--- src/rtl/cd_pkg.sv ---
// Shared CD-ROM definitions: sector RAM geometry, sector mode, loader state
// encoding and the per-mode start offsets and lengths.
package cd_pkg;

  localparam int unsigned SECTOR_RAM_ADDR_W = 12;
  localparam int unsigned OFFS_DATA         = 24;
  localparam int unsigned OFFS_RAW          = 12;
  localparam int unsigned LEN_DATA          = 2048;
  localparam int unsigned LEN_RAW           = 2340;
  localparam int unsigned CNT_W             = 12;

  typedef enum logic {
    SECT_DATA = 1'b0,
    SECT_RAW  = 1'b1
  } cd_sector_mode_t;

  typedef enum logic [2:0] {
    LD_IDLE,
    LD_WAIT_SECT,
    LD_FETCH,
    LD_WRITE,
    LD_DONE
  } cd_loader_state_t;

endpackage

--- src/rtl/cd_loader_skid.sv ---
// One-entry hold register between sector RAM read data and the FIFO write
// port; a freshly returned byte bypasses the register when nothing is held.
module cd_loader_skid (
  input  logic       clk,
  input  logic       rst,
  input  logic       flush,
  input  logic       load,
  input  logic       take,
  input  logic [7:0] din,
  output logic [7:0] dout,
  output logic       avail
);

  logic [7:0] hold;
  logic       hold_valid;

  always_comb begin
    avail = hold_valid | load;
    dout  = (load && !hold_valid) ? din : hold;
  end

  always_ff @(posedge clk or posedge rst) begin
    if (rst) begin
      hold       <= '0;
      hold_valid <= 1'b0;
    end else begin
      if (flush)     hold_valid <= 1'b0;
      else if (load) hold_valid <= hold_valid | ~take;
      else if (take) hold_valid <= 1'b0;
      // A held byte that is not consumed this cycle must not be overwritten.
      if (load && !(hold_valid && !take)) hold <= din;
    end
  end

endmodule

--- src/rtl/cd_sector_loader.sv ---
// Copies the user bytes of one buffered sector from sector RAM into the data
// FIFO. Define CD_LOADER_PIPE_EN for the overlapped 1 byte/cycle variant.
module cd_sector_loader #(
  parameter int unsigned ADDR_W    = cd_pkg::SECTOR_RAM_ADDR_W,
  parameter int unsigned OFFS_DATA = cd_pkg::OFFS_DATA,
  parameter int unsigned OFFS_RAW  = cd_pkg::OFFS_RAW,
  parameter int unsigned LEN_DATA  = cd_pkg::LEN_DATA,
  parameter int unsigned LEN_RAW   = cd_pkg::LEN_RAW
) (
  input  logic              clk,
  input  logic              rst,
  input  logic              want_data,
  input  logic              abort,
  input  logic              size_sel,
  input  logic [ADDR_W-1:0] sector_base,
  input  logic              sector_ready,
  output logic              ram_re,
  output logic [ADDR_W-1:0] ram_addr,
  input  logic [7:0]        ram_data,
  output logic              fifo_we,
  output logic [7:0]        fifo_data,
  output logic              fifo_clr,
  input  logic              fifo_full,
  output logic              busy,
  output logic              done
);

  import cd_pkg::*;

  cd_loader_state_t  state, state_nxt;
  cd_sector_mode_t   mode;
  logic [ADDR_W-1:0] addr;
  logic [CNT_W-1:0]  count, len_m1;
  logic              rd_valid, clr, start, kill, last, load, avail;
  logic [7:0]        skid_data;

`ifdef CD_LOADER_PIPE_EN
  logic [CNT_W-1:0]  issued, len;
  logic              issue_ok;

  assign len      = len_m1 + CNT_W'(1);
  // A read already in flight always fits: it either writes or parks in the skid.
  assign issue_ok = (issued != len) && !fifo_full && !abort;
`endif

  assign len_m1 = (mode == SECT_RAW) ? CNT_W'(LEN_RAW - 1) : CNT_W'(LEN_DATA - 1);
  assign start  = (state == LD_IDLE) && want_data && !abort;
  assign kill   = (state != LD_IDLE) && abort;
  assign last   = (count == len_m1);
  assign load   = rd_valid && (state != LD_IDLE);

  assign ram_addr  = addr;
  assign fifo_data = skid_data;
  assign fifo_clr  = clr;

  cd_loader_skid u_skid (
    .clk   (clk),
    .rst   (rst),
    .flush ((state == LD_IDLE) || abort),
    .load  (load),
    .take  (fifo_we),
    .din   (ram_data),
    .dout  (skid_data),
    .avail (avail)
  );

  always_ff @(posedge clk or posedge rst) begin
    if (rst) state <= LD_IDLE;
    else     state <= state_nxt;
  end

  always_comb begin
    state_nxt = state;
    if (kill) begin
      state_nxt = LD_IDLE;
    end else begin
      case (state)
        LD_IDLE:      if (start) state_nxt = LD_WAIT_SECT;
        LD_WAIT_SECT: if (sector_ready) state_nxt = LD_FETCH;
`ifdef CD_LOADER_PIPE_EN
        LD_FETCH:     if (fifo_we && last) state_nxt = LD_DONE;
`else
        LD_FETCH:     state_nxt = LD_WRITE;
        LD_WRITE:     if (fifo_we) state_nxt = last ? LD_DONE : LD_FETCH;
`endif
        LD_DONE:      state_nxt = LD_IDLE;
        default:      state_nxt = LD_IDLE;
      endcase
    end
  end

  always_comb begin
    ram_re  = 1'b0;
    fifo_we = 1'b0;
    busy    = 1'b0;
    done    = 1'b0;
    case (state)
      LD_WAIT_SECT: busy = 1'b1;
`ifdef CD_LOADER_PIPE_EN
      LD_FETCH: begin
        busy    = 1'b1;
        ram_re  = issue_ok;
        fifo_we = avail && !fifo_full && !abort;
      end
`else
      LD_FETCH: begin
        busy   = 1'b1;
        ram_re = !abort;
      end
      LD_WRITE: begin
        busy    = 1'b1;
        fifo_we = avail && !fifo_full && !abort;
      end
`endif
      LD_DONE:  done = !abort;
      default:  ;
    endcase
  end

  always_ff @(posedge clk or posedge rst) begin
    if (rst) begin
      mode     <= SECT_DATA;
      addr     <= '0;
      count    <= '0;
      rd_valid <= 1'b0;
      clr      <= 1'b0;
`ifdef CD_LOADER_PIPE_EN
      issued   <= '0;
`endif
    end else begin
      clr      <= start || kill;
      rd_valid <= ram_re;
      if (start) begin
        mode  <= size_sel ? SECT_RAW : SECT_DATA;
        addr  <= sector_base + (size_sel ? ADDR_W'(OFFS_RAW) : ADDR_W'(OFFS_DATA));
        count <= '0;
`ifdef CD_LOADER_PIPE_EN
        issued <= '0;
`endif
      end else begin
        if (ram_re)  addr  <= addr + ADDR_W'(1);
        if (fifo_we) count <= count + CNT_W'(1);
`ifdef CD_LOADER_PIPE_EN
        if (ram_re)  issued <= issued + CNT_W'(1);
`endif
      end
    end
  end

endmodule
--- config.mk ---
export PLATFORM = sky130hd
export DESIGN_NAME = cd_sector_loader
export DESIGN_NICKNAME = d
export VERILOG_FILES = /design/src/rtl/cd_pkg.sv /design/src/rtl/cd_loader_skid.sv /design/src/rtl/cd_sector_loader.sv
export SDC_FILE = /design/constraint.sdc
export NUM_CORES = 1
export LEC_CHECK = 0
export ABC_AREA = 1
export BUFFER_PORTS_ARGS = -buffer_cell sky130_fd_sc_hd__buf_4
export CAP_MARGIN = 20
export CORE_MARGIN = 8
export CORE_UTILIZATION = 50
export DETAILED_ROUTE_END_ITERATION = 16
export GPL_TIMING_DRIVEN = 0
export PLACE_DENSITY_LB_ADDON = 0.05
export SYNTH_ARGS = -nofsm -noshare
export SYNTH_HDL_FRONTEND = slang
export SYNTH_SLANG_ARGS = --single-unit
--- constraint.sdc ---
create_clock -name clk -period 1.4 [get_ports clk]
set_input_delay 0.28 -clock clk [delete_from_list [all_inputs] [get_ports clk]]
set_output_delay 0.28 -clock clk [all_outputs]
set_load 0.01 [all_outputs]
==> results.md <==
- Clock Tree Root: clkbuf_8
- Pin count of the biggest net entering global routing: 40
- RSZ-0062 raised after global routing: yes
- Clock sink count: 39
- CP Max Fanout: 8
- Synth-to-layout area growth: 46.1%
- Antenna Nets Post-Route: 0
- Failing checks: negative setup slack
- Total vias in the final route: 2774
- Tcrit/Tclk final: 1.29
- Crit start category: flip-flop
- Setup violators final: 49
- Worst reg2reg path endpoint: u_skid.hold[6]$_DFFE_PP0P_
- Hold Crit Class: input port to async pin
- Worst setup margin: -0.407 ns
- Number of flops mapped to enable cells by yosys: 0
- # DRC: 0
- Reg2Reg Depth: 8
- F_max: 553 MHz
- Clock latency on the worst-skew pair: 0.30 ns
- Gr usage total: 0.200
- H-tree lvl count: 2
- Register area share after synthesis: 0.378
- Hold-fix buffers, CTS: 0
- Initial antenna violation count: 0
- Mapped Area: 2580 sq um
- Post-route insts no fill: 525
- Core footprint: 5040 sq um
- Clk pwr share: 0.140
- Tightest Pin Transition: 0.832 ns
- GPL Wtd Cong: 0.878
- Yosys warnings: 0
- Number of vias per cell: 5.28
- Switching portion of total power: 0.409
- Power Density: 1440 nW/um^2
- PortBufs: 51
- Setup TNS: -10.47 ns
- Dpl cell area: 3060 sq um
- Seq pwr share: 0.329
- CTS Buffer Depth: 2
- Setup Slack @ Placement: -0.224 ns
- Die W: 87.8 microns
- Max Cap Viol: 0
- Die area: 7710 sq um
- Worst R2R Setup Slack: -0.29 ns
- Skew final: 0.0150 ns
- Headroom to the max-slew limit: 0.445
- Switching power: 2.22 mW
- Layout cells sized above 1: 0.374
- First-pass GRT wire length: 12200 microns
- Final instance area: 3770 sq um
- Iteration count of the initial detailed-routing pass: 5
- Commonest register cell after synthesis: dfrtp_1
- Cts bufs inserted: 5
- DR WL/cell: 14.5 microns
- Worst-path clk slew: 0.08 ns
- Final Critical Period: 1.81 ns
- Post-Synthesis Cells: 363
- WL final: 7630 microns
- Internal power: 3.20 mW
- Initial core utilization: 0.511
- Cell Rows: 26
- Iteration-0 DRC Markers: 198
- Slew Viols, Final: 0
- Total gr overflow: 0
- Async S/R FF share, synth: 1.00
- Antenna cells: 0
- P_leak: 1.89 nW
- Yosys cell types: 32
- CP Class: flip-flop to primary output
- Worst setup EP type: primary output
- Vias in the first global route: 2724
- WP data arrival: 1.53 ns
- CTS tree: done
- Peak VDD IR: 882 uV
- Final hold vios: 0
- Outcome: finished, violations left
- IO Pins: 52
- Mapped Avg Cell Area: 7.10 sq um
- # nets final: 486
- CP required: 1.12 ns
- Power share of the combinational group: 0.531
- Placed cell count: 484
- #FFs+latches synth: 39
- Die Y: 87.8 microns
- Layout filler cell count: 415
- DP Wirelength: 4910 microns
- Syn Nets: 395
- Worst r2r src: state[0]$_DFFE_PP0P_
[layer usage]
layer / wire, microns / vias to the layer above / global-route usage / part of all wire
li1: - / 1352 / - / -
met5: 0 / - / 0 / 0
met3: 403 / 17 / 0.0413 / 0.053
met1: 3220 / 1304 / 0.241 / 0.42
met4: 180 / 0 / 0.0891 / 0.024
met2: 3830 / 101 / 0.335 / 0.50
[cells in the mapped netlist (4+ instances only)]
cell type / n / area [sq um]
nand2_1: 111 / 417
inv_1: 45 / 169
dfrtp_1: 39 / 976
nand3_1: 31 / 155
nor2_1: 26 / 97.6
o21ai_1: 20 / 100
o21ai_0: 13 / 65.1
nand4_1: 12 / 75.1
nor3_1: 10 / 50.1
xor2_1: 6 / 52.6
a21oi_1: 5 / 25.0
ha_1: 5 / 62.6
inv_2: 5 / 18.8
nand2_2: 5 / 31.3
buf_6: 4 / 45.0
[area by class of cell]
class / instances / area [sq um] / share of cell area
inverter: 52 / 215 / 0.0571
clock buffer: 7 / 76.3 / 0.0203
buffer: 5 / 67.6 / 0.0179
multi-input combinational: 267 / 1600 / 0.424
clock inverter: 1 / 5.00 / 0.00133
tap: 70 / 87.6 / 0.0232
timing repair buffer: 84 / 742 / 0.197
sequential: 39 / 978 / 0.260
[logic make-up (layout without fill, tap and decap cells)]
| kind of cell | after synthesis | count (layout) | share of synthesized area |
|---|---|---|---|
| and+or+nand+nor | 209 | 209 | 0.377 |
| buffers and inverters | 57 | 149 | 0.0980 |
| AOI/OAI and AO/OA | 45 | 45 | 0.0956 |
| DFF | 39 | 39 | 0.378 |
| xor gates and xnor gates | 8 | 8 | 0.0272 |
| adders and majority gates | 5 | 5 | 0.0243 |
[state kept, by name, summed over array words and instances, names as in the netlist]
| name | count |
|---|---|
| rd_valid | 1 |
| u_skid.hold_valid | 1 |
| u_skid.hold | 8 |
| ram_addr | 12 |
| mode | 1 |
| count | 12 |
| fifo_clr | 1 |
| state | 3 |
[power by group through the flow]
| stage | logic, mW | registers, mW | clock network, mW |
|---|---|---|---|
| 5_1_grt | 3.15 | 1.82 | 0.807 |
| 3_5_place_dp | 2.05 | 1.77 | 0 |
| 4_1_cts | 2.66 | 1.75 | 0.770 |
| 6_report | 2.88 | 1.78 | 0.758 |
| 2_1_floorplan | 1.17 | 1.78 | 0 |
| 3_3_place_gp | 2.02 | 1.76 | 0 |
[layout by cell type (no fill, tap or decap), types with 5 or more instances in the layout]
master and count:
nand2_1 93, buf_4 65, inv_1 42, dfrtp_1 37, nor2_1 23, o21ai_1 23
nand3_1 22, nand2_2 17, buf_6 15, nand4_1 12, nand3_2 10, o21ai_2 9
nor3_1 8, nor2_4 6, nand2_4 6, inv_2 5, xor2_1 5, clkbuf_8 5
[through the flow]
step	hold WS (ns)	power [mW]	utilization
finish	0.154	5.42	0.747
CTS	0.178	5.18	0.719
detailed placement	0.480	3.83	0.607
global route	0.218	5.78	0.747
global placement	0.473	3.78	0.607
floorplan	0.398	2.96	-
[worst max-delay path, cell delays in order, from the launching register on]
cell and delay [ns]:
dfrtp_2 0.42, nor2_4 0.12, nand2_2 0.08, nand2_2 0.08
inv_2 0.05, nand2_4 0.11, buf_6 0.14, nand2_2 0.05
o21ai_2 0.05, buf_4 0.13
[repair_timing]
item	in CTS	in global routing
pin swaps	17	23
cloned	4	0
gates resized for setup	62	35
setup buffers	26	7
setup endpoints to repair	42	49
[how the worst max path moves through the flow]
stage | from | cells after the start | endpoint | slack [ns]
final | state[0]$_DFFE_PP0P_ | 9 | fifo_data[5] | -0.41
after CTS | state[0]$_DFFE_PP0P_ | 9 | fifo_data[5] | -0.38
after global routing | state[0]$_DFFE_PP0P_ | 9 | fifo_data[5] | -0.48
after global placement | rst | 2 | count[1]$_DFFE_PP0P_ | -0.38
after detailed placement | state[0]$_DFFE_PP0P_ | 9 | fifo_data[5] | -0.22
after floorplan | state[0]$_DFFE_PP0P_ | 8 | fifo_data[5] | -0.003
(Power assumes the default switching activity.)
